<file path="config.mk">
export PLATFORM = sky130hd
export DESIGN_NAME = me_search_ctrl
export DESIGN_NICKNAME = d
export VERILOG_FILES = /design/src/rtl/me_pkg.sv /design/src/rtl/me_tag_pipe.sv /design/src/rtl/me_search_ctrl.sv
export SDC_FILE = /design/constraint.sdc
export NUM_CORES = 1
export LEC_CHECK = 0
export CORE_UTILIZATION = 25
export CTS_CLUSTER_SIZE = 10
export DETAILED_ROUTE_END_ITERATION = 8
export GPL_ROUTABILITY_DRIVEN = 1
export GPL_TIMING_DRIVEN = 0
export PLACE_DENSITY = 0.43
export SLEW_MARGIN = 25
export SYNTH_ARGS = -nofsm -noshare
export SYNTH_HDL_FRONTEND = slang
export SYNTH_SLANG_ARGS = --single-unit
export TNS_END_PERCENT = 1
</file>
<file path="constraint.sdc">
create_clock -name clk -period 2.1 [get_ports clk]
set_input_delay 0.21 -clock clk [delete_from_list [all_inputs] [get_ports clk]]
set_output_delay 0.21 -clock clk [all_outputs]
set_load 0.005 [all_outputs]
</file>
<file path="src/rtl/me_pkg.sv">
// Shared constants for the motion-estimation datapath (ctrl, AD_ARRAY, MIN_16).
package me_pkg;

   localparam int SAD_W    = 14;
   localparam int EDGE_LEN = 8;

   // 3-bit state encoding for the search sequencer
   localparam logic [2:0] ST_IDLE   = 3'd0;
   localparam logic [2:0] ST_LOAD   = 3'd1;
   localparam logic [2:0] ST_FILL   = 3'd2;
   localparam logic [2:0] ST_SEARCH = 3'd3;
   localparam logic [2:0] ST_DRAIN  = 3'd4;
   localparam logic [2:0] ST_DONE   = 3'd5;

   typedef enum logic [2:0] {
      S_IDLE   = ST_IDLE,
      S_LOAD   = ST_LOAD,
      S_FILL   = ST_FILL,
      S_SEARCH = ST_SEARCH,
      S_DRAIN  = ST_DRAIN,
      S_DONE   = ST_DONE
   } me_state_e;

endpackage

</file>
<file path="src/rtl/me_tag_pipe.sv">
// Delay line carrying {valid, col} alongside the AD_ARRAY/MIN_16 latency so the
// batch minimum can be matched to the column that produced it.
module me_tag_pipe #(
   parameter int PIPE_LAT = 2,
   parameter int X_W      = 5
) (
   input  logic           clk,
   input  logic           rst_n,
   input  logic           in_vld,
   input  logic [X_W-1:0] in_col,
   output logic           out_vld,
   output logic [X_W-1:0] out_col
);

   logic [PIPE_LAT:1]          vld_pipe;
   logic [PIPE_LAT:1][X_W-1:0] col_pipe;

   // shift every cycle; stalls enter as valid=0 bubbles
   always_ff @(posedge clk or negedge rst_n) begin
      if (!rst_n) begin
         vld_pipe <= '0;
         col_pipe <= '0;
      end else begin
         vld_pipe[1] <= in_vld;
         col_pipe[1] <= in_col;
         for (int s = 2; s <= PIPE_LAT; s++) begin
            vld_pipe[s] <= vld_pipe[s-1];
            col_pipe[s] <= col_pipe[s-1];
         end
      end
   end

   assign out_vld = vld_pipe[PIPE_LAT];
   assign out_col = col_pipe[PIPE_LAT];

endmodule

</file>
<file path="src/rtl/me_search_ctrl.sv">
// Sequencer for one current-block motion search: load block, pre-fill the
// reference window, sweep N_COLS columns, track the running SAD minimum and
// hand the winner out over valid/ready.
module me_search_ctrl #(
   parameter int SAD_W        = me_pkg::SAD_W,
   parameter int EDGE_LEN     = me_pkg::EDGE_LEN,
   parameter int CUR_LOAD_CYC = 16,
   parameter int N_COLS       = 32,
   parameter int PIPE_LAT     = 2,
   parameter int X_W          = $clog2(N_COLS)
) (
   input  logic             clk,
   input  logic             rst_n,
   input  logic             start,
   input  logic             sram_ready,
   input  logic [SAD_W-1:0] msad,
   input  logic [3:0]       msad_idx,
   output logic             cur_load,
   output logic             cur_next_block,
   output logic             col_adv,
   output logic             busy,
   output logic             res_valid,
   input  logic             res_ready,
   output logic [SAD_W-1:0] res_sad,
   output logic [X_W-1:0]   res_mv_x,
   output logic [3:0]       res_mv_y
);
   import me_pkg::*;

   // one shared counter serves LOAD (down), FILL (up) and DRAIN (down)
   localparam int CNT_W = $clog2(CUR_LOAD_CYC + EDGE_LEN + PIPE_LAT);
   localparam logic [CNT_W-1:0] LOAD_LAST  = CNT_W'(CUR_LOAD_CYC - 1);
   localparam logic [CNT_W-1:0] FILL_LAST  = CNT_W'(EDGE_LEN - 2);
   localparam logic [CNT_W-1:0] DRAIN_LAST = CNT_W'(PIPE_LAT - 1);
   localparam logic [X_W-1:0]   COL_LAST   = X_W'(N_COLS - 1);

   me_state_e        state, state_nx;
   logic [CNT_W-1:0] cnt;
   logic [X_W-1:0]   col;
   logic             tag_vld;
   logic [X_W-1:0]   tag_col;
   logic [SAD_W-1:0] best_sad;
   logic [X_W-1:0]   best_x;
   logic [3:0]       best_y;

   // state register
   always_ff @(posedge clk or negedge rst_n) begin
      if (!rst_n) state <= S_IDLE;
      else        state <= state_nx;
   end

   // next-state and per-state strobes
   always_comb begin
      state_nx       = state;
      cur_load       = 1'b0;
      cur_next_block = 1'b0;
      col_adv        = 1'b0;
      case (state)
         S_IDLE: begin
            if (start) begin
               cur_next_block = 1'b1;
               state_nx       = S_LOAD;
            end
         end
         S_LOAD: begin
            cur_load = 1'b1;
            if (cnt == '0) state_nx = S_FILL;
         end
         S_FILL: begin
            col_adv = sram_ready;
            if (sram_ready && cnt == FILL_LAST) state_nx = S_SEARCH;
         end
         S_SEARCH: begin
            col_adv = sram_ready;
            if (sram_ready && col == COL_LAST) state_nx = S_DRAIN;
         end
         S_DRAIN: begin
            if (cnt == '0) state_nx = S_DONE;
         end
         S_DONE: begin
            if (res_ready) state_nx = S_IDLE;
         end
         default: state_nx = S_IDLE;
      endcase
   end

   assign busy      = (state != S_IDLE);
   assign res_valid = (state == S_DONE);

   // phase counter and search column
   always_ff @(posedge clk or negedge rst_n) begin
      if (!rst_n) begin
         cnt <= '0;
         col <= '0;
      end else begin
         case (state)
            S_IDLE:  if (start) cnt <= LOAD_LAST;
            S_LOAD:  if (cnt != '0) cnt <= cnt - 1'b1;
            S_FILL: begin
               col <= '0;
               if (col_adv) cnt <= (cnt == FILL_LAST) ? '0 : cnt + 1'b1;
            end
            S_SEARCH: begin
               if (col_adv) begin
                  if (col == COL_LAST) begin
                     col <= '0;
                     cnt <= DRAIN_LAST;
                  end else begin
                     col <= col + 1'b1;
                  end
               end
            end
            S_DRAIN: if (cnt != '0) cnt <= cnt - 1'b1;
            default: ;
         endcase
      end
   end

   // only SEARCH advances are real candidates; everything else is a bubble
   me_tag_pipe #(
      .PIPE_LAT (PIPE_LAT),
      .X_W      (X_W)
   ) u_tag_pipe (
      .clk     (clk),
      .rst_n   (rst_n),
      .in_vld  (col_adv && state == S_SEARCH),
      .in_col  (col),
      .out_vld (tag_vld),
      .out_col (tag_col)
   );

   // running minimum; strict compare keeps the earliest column on ties
   always_ff @(posedge clk or negedge rst_n) begin
      if (!rst_n) begin
         best_sad <= '1;
         best_x   <= '0;
         best_y   <= '0;
      end else if (state == S_FILL && state_nx == S_SEARCH) begin
         best_sad <= '1;
      end else if (tag_vld && msad < best_sad) begin
         best_sad <= msad;
         best_x   <= tag_col;
         best_y   <= msad_idx;
      end
   end

   assign res_sad  = best_sad;
   assign res_mv_x = best_x;
   assign res_mv_y = best_y;

endmodule

</file>
---- After elaboration in Yosys (flattened, before gate mapping) ----
Index checks and enable logic that the tools add are counted.
W data, S select, Z words.
cells by class
  add/sub/neg operators ................... 3
  $lt $le $gt $ge ......................... 1
  equal/unequal tests ..................... 13
  multiplexer cells ....................... 23
  bitwise operators ....................... 1
  reduce and logical (&&, ||, !) cells .... 17
operators by type and width
  operator               number
  $mux W5                8
  $mux W14               2
  $pmux W5 S4            1
  $mux W3                6
  $pmux W3 S6            1
  $lt A14 B14 Y1         1
  $add A5 B1 Y5 const B  2
  $pmux W5 S2            1
  $eq A3 B2 Y1 const B   3
  $ne A2 B2 Y1 const B   4
  $eq A3 B3 Y1 const B   2
  $reduce_and A6 Y1      1
  $eq A5 B3 Y1 const B   1
  $eq A5 B5 Y1 const B   1
  $logic_and A1 B1 Y1    5
  $logic_not A5 Y1       1
  $reduce_bool A5 Y1     1
  $sub A5 B1 Y5 const B  1
  $mux W1                4
  $reduce_and A2 Y1      2
  $reduce_bool A2 Y1     2
  $reduce_bool A4 Y1     1
  $reduce_or A2 Y1       2
  $eq A3 B1 Y1 const B   1
  other kinds (4)        4
word-level totals
  flip-flop bits (word level) ............. 48

---- Depth between registers and ports, before layout ----
  depth in word-level cells ............... 8
  mapped depth ............................ 9
  mapped depth without buffers ............ 8

---- Modules after synthesis ----
From an unflattened synthesis, not the netlist that was laid out.
unflattened totals
  cell total of the unflattened synthesis .. 245
  area total of the unflattened synthesis .. 2646.3 sq um
modules (own cells, without submodules)
  module          instances  cells an instance  area each (sq um)  seq. area each (sq um)
  me_search_ctrl  1          228                2308.5             918.4
  me_tag_pipe     1          17                 337.8              300.3

---- Worst setup path before layout ----
No wires, ideal clock.
  path kind ............................... reg2reg
  start point ............................. reg best_sad[11], in the netlist res_sad[11]
  end point ............................... reg best_x[0], in the netlist res_mv_x[0]
  setup time .............................. 0.125 ns
  arrival ................................. 1.901 ns
  data required time ...................... 1.975 ns
  setup slack ............................. 0.074 ns
  cell stages (with the launch flop) ...... 9
  buffers on the path ..................... 1
  clock period less this slack ............ 2.026 ns
  cells stage by stage .................... dfstp_2 > inv_1 > ha_1 > a211oi_1 > o21ai_1 > a211oi_2 > nand2_2 > buf_6 > mux2_4
on the way
  longest elaborated chain between the ends .. 3
RTL lines
  what                         RTL line               RTL
  start: declaration           me_search_ctrl.sv:42   logic [SAD_W-1:0] best_sad;
  start signal: assignment     me_search_ctrl.sv:141  best_sad <= msad;
  $lt A14 B14 Y1               me_search_ctrl.sv:140  end else if (tag_vld && msad < best_sad) begin
  $logic_and A1 B1 Y1          me_search_ctrl.sv:140
  $reduce_and A2 Y1 (no line)  n/a
  end signal: assignment       me_search_ctrl.sv:142  best_x <= tag_col;
  end: declaration             me_search_ctrl.sv:43   logic [X_W-1:0] best_x;
Every way passes these cells.
A chain may end at the register's enable or synchronous reset.

---- Worst setup path after layout ----
  start point ............................. reg state[0]
  end point ............................... out cur_next_block
on the way
  longest elaborated chain between the ends .. 2
RTL lines
  what                      RTL line              RTL
  start: declaration        me_search_ctrl.sv:37  me_state_e state, state_nx;
  start signal: assignment  me_search_ctrl.sv:49  else state <= state_nx;
  $logic_not A3 Y1          me_search_ctrl.sv:58  case (state)
  $mux W1                   me_search_ctrl.sv:58
  end: declaration          me_search_ctrl.sv:19  output logic cur_next_block,
Every way passes these cells.

==> results.toml <==
[timing]
setup_viol = 0
worst_slew_pin_slew_ns = 0.465
finalWorstSetupSlack_ns = 0.0213
fin_setup_tns_ns = 0
clock_skew_ns = 0.00732
finalHoldViolCount = 0
hold_ws_ns = 0.355
relSlewSlack_pct = 68.9
drv_slew = 0
timing.final.crit_share_pct = 99.0
period_needed_ns = 2.08
rsz0062_at_grt = "yes"
max_clock_freq_mhz = 481

[worst_setup_path]
startpoint = "state[0]$_DFF_PN0_"
r2r_end = "res_sad[1]$_DFFE_PN1P_"
crit_path_start_kind = "register"
arrival_ns = 1.87
rr_startpoint = "res_sad[11]$_DFFE_PN1P_"
worst_path_largest_cell_delay_ns = 0.50
worstPathCellList = "buf_6 > or3_4 > nor2_1 > clkdlybuf4s50_1"
endpoint_kind = "output port"
crit_family = "buffers and inverters"
cp_num_buf_inv = 2
crit_fanout = 10
reg2reg_slack_ns = 0.02
required_ns = 1.89
crit_type = "reg -> out"
cp.depth = 4
r2r_cells = 9
critical-path-slowest-cell = "clkdlybuf4s50_1"

[synthesis]
synth_ff_type = "dfrtp_1"
synthCells = 231
yosysTopAreaCellShare_pct = 32.8
yosys-top-cells-area = "dfrtp_1, dfstp_2, ha_1, o22a_1, mux2_4"
yosys_register_bits = 48
synth-edff-count = 0
syn_nets = 273
synth_area_mm2 = 0.00259
yosys.area.top_type = "dfrtp_1"
async_flop_share_pct = 100
avgSynthCellArea_um2 = 11.2
yosysWarnings = 0
synth_cell_types = 51
ys_seq_area_share_pct = 47.0

[hold_path]
min-delay-start = "u_tag_pipe.col_pipe[4]$_DFF_PN0_"
min_to = "u_tag_pipe.out_col[4]$_DFF_PN0_"
whs_path_depth = 0
min_path_type = "reg -> reg"

[clock_tree]
htreeDepth = 2
cts_buffer_depth = 2
clock_latency_ns = 0.30
cts_tree = "built"
cts-root-buf = "clkbuf_8"
clk_pin_slew_worst_paths_ns = 0.09
cts_buffers = 5
numClockSinks = 48

[route]
drc = 0
first_iter_violations = 50
wire_per_inst_um = 13.5
firstDrtPassIters = 4
via_count = 1953
ant_nets = 0
vias_per_cell = 4.54
wirelength_um = 5810

[global_routing]
antenna_found_initial = 0
grt_remaining_overflow = 0
gr-usage-all-layers_pct = 11.4
grt_max_degree = 49
grt_pass1_wl_um = 9890
grt_pass1_vias = 1954

[floorplanning]
fp.coreArea_mm2 = 0.00991
dieArea_mm2 = 0.0108
placementRows = 36
start_util_pct = 26.2
die_h_um = 104
io_pins = 51
die_w_um = 104

[power_and_ir_drop]
leakage_nw = 1.53
p_per_area_mw_per_mm2 = 1320
max-vdd-ir-drop_mv = 0.364

[cells_and_area]
post_layout_nonfiller_instances = 430
drive_gt1_share_pct = 26.6
antenna_cells = 0
area_growth_pct = 39.4
nets = 338
fillers = 997

[placement]
placed_cells = 415
gp_congestion = 0.790
portBuffers = 50
dp_hpwl_um = 4070
pre_cts_ws_ns = -0.254

[flow_run]
drv_cap = 0

[run_status]
status = "finished, final reports clean"
-- cell usage in the layout, fill, tap and decap left out, types with 3 or more instances in the layout --
cell,n
dfrtp_1,33
clkbuf_8,5
inv_1,15
inv_2,5
a211oi_2,3
ha_4,5
nand2_1,11
o21ai_0,3
nand3_1,5
nor3b_1,3
a22o_1,7
ha_1,13
a21oi_2,3
mux2_2,3
mux2_4,6
o22a_1,15
nor3_1,4
nor2_1,10
o21ai_2,3
buf_4,7
clkdlybuf4s50_1,49
dfstp_2,14
buf_6,4
and2_1,3
a21oi_1,12
-- report_power, final --
group	switching [mW]	internal, mW	leakage [nW]
clock network	0.334	0.359	0.0583
registers	0.274	1.39	0.532
logic	1.03	1.39	0.940
-- area by class of cell --
type	instances	area, um^2	share of cell area (%)
clock buffers	5	68.8	1.90
well taps	133	166	4.60
repair buffers	58	611	16.9
clock inverters	3	47.5	1.32
multi-input cells	153	1340	37.0
plain buffers	10	90.1	2.49
inverters	20	75.1	2.08
flip-flops and latches	48	1220	33.7
-- what timing repair did --
item,CTS,global route
gates cloned,0,1
setup endpoints to repair,23,26
gates resized for setup,16,18
endpoints found under the hold margin,34,0
pin swaps,9,20
setup buffers,2,3
hold buffers,1,0
-- logic make-up (layout without fill, tap and decap cells) --
family	after synthesis	count (layout)	share of synthesized area [%]
multiplexers	9	9	4.78
AO/OA/AOI/OAI	65	65	18.8
adder cells (fa/ha/maj)	19	19	9.17
XOR/XNOR	2	2	0.676
buffers and inverters	30	96	5.65
AND/OR/NAND/NOR	58	58	13.9
flip-flops	48	48	47.0
-- through the flow --
step,instance area [um^2],power [mW],util [%]
after floorplan,2590,2.99,-
after global placement,3260,3.83,32.9
after detailed placement,3280,3.85,33.1
after CTS,3490,4.70,35.3
after global routing,3610,5.19,36.5
final,3610,4.78,36.5
-- cell usage after synthesis (all sizes together), types with 7 or more instances --
cell	n
a21oi	15
a22o	7
buf	8
dfrtp	34
dfstp	14
ha	19
inv	20
mux2	9
nand2	13
nor2	10
o21ai	7
o22a	15
-- routing by layer --
layer / global-route usage (%) / wire length, um / vias up
li1: - / - / 978
met1: 15.3 / 2880 / 928
met2: 18.2 / 2650 / 42
met3: 2.89 / 232 / 5
met4: 2.76 / 43 / 0
met5: 0 / 0 / -
-- sequential cells by signal, summed over array words and instances (netlist names) --
| register | flops |
|---|---|
| cnt | 5 |
| col | 5 |
| res_mv_x | 5 |
| res_mv_y | 4 |
| res_sad | 14 |
| state | 3 |
| u_tag_pipe.col_pipe | 5 |
| u_tag_pipe.out_col | 5 |
| u_tag_pipe.vld_pipe | 2 |
-- worst max path at each step --
stage / to
floorplan: res_mv_x[0]$_DFFE_PN0P_
global placement: res_mv_y[1]$_DFFE_PN0P_
detailed placement: res_mv_x[2]$_DFFE_PN0P_
CTS: res_sad[12]$_DFFE_PN1P_
global route: res_sad[8]$_DFFE_PN1P_
finish: cur_next_block
(Power assumes the default switching activity.)
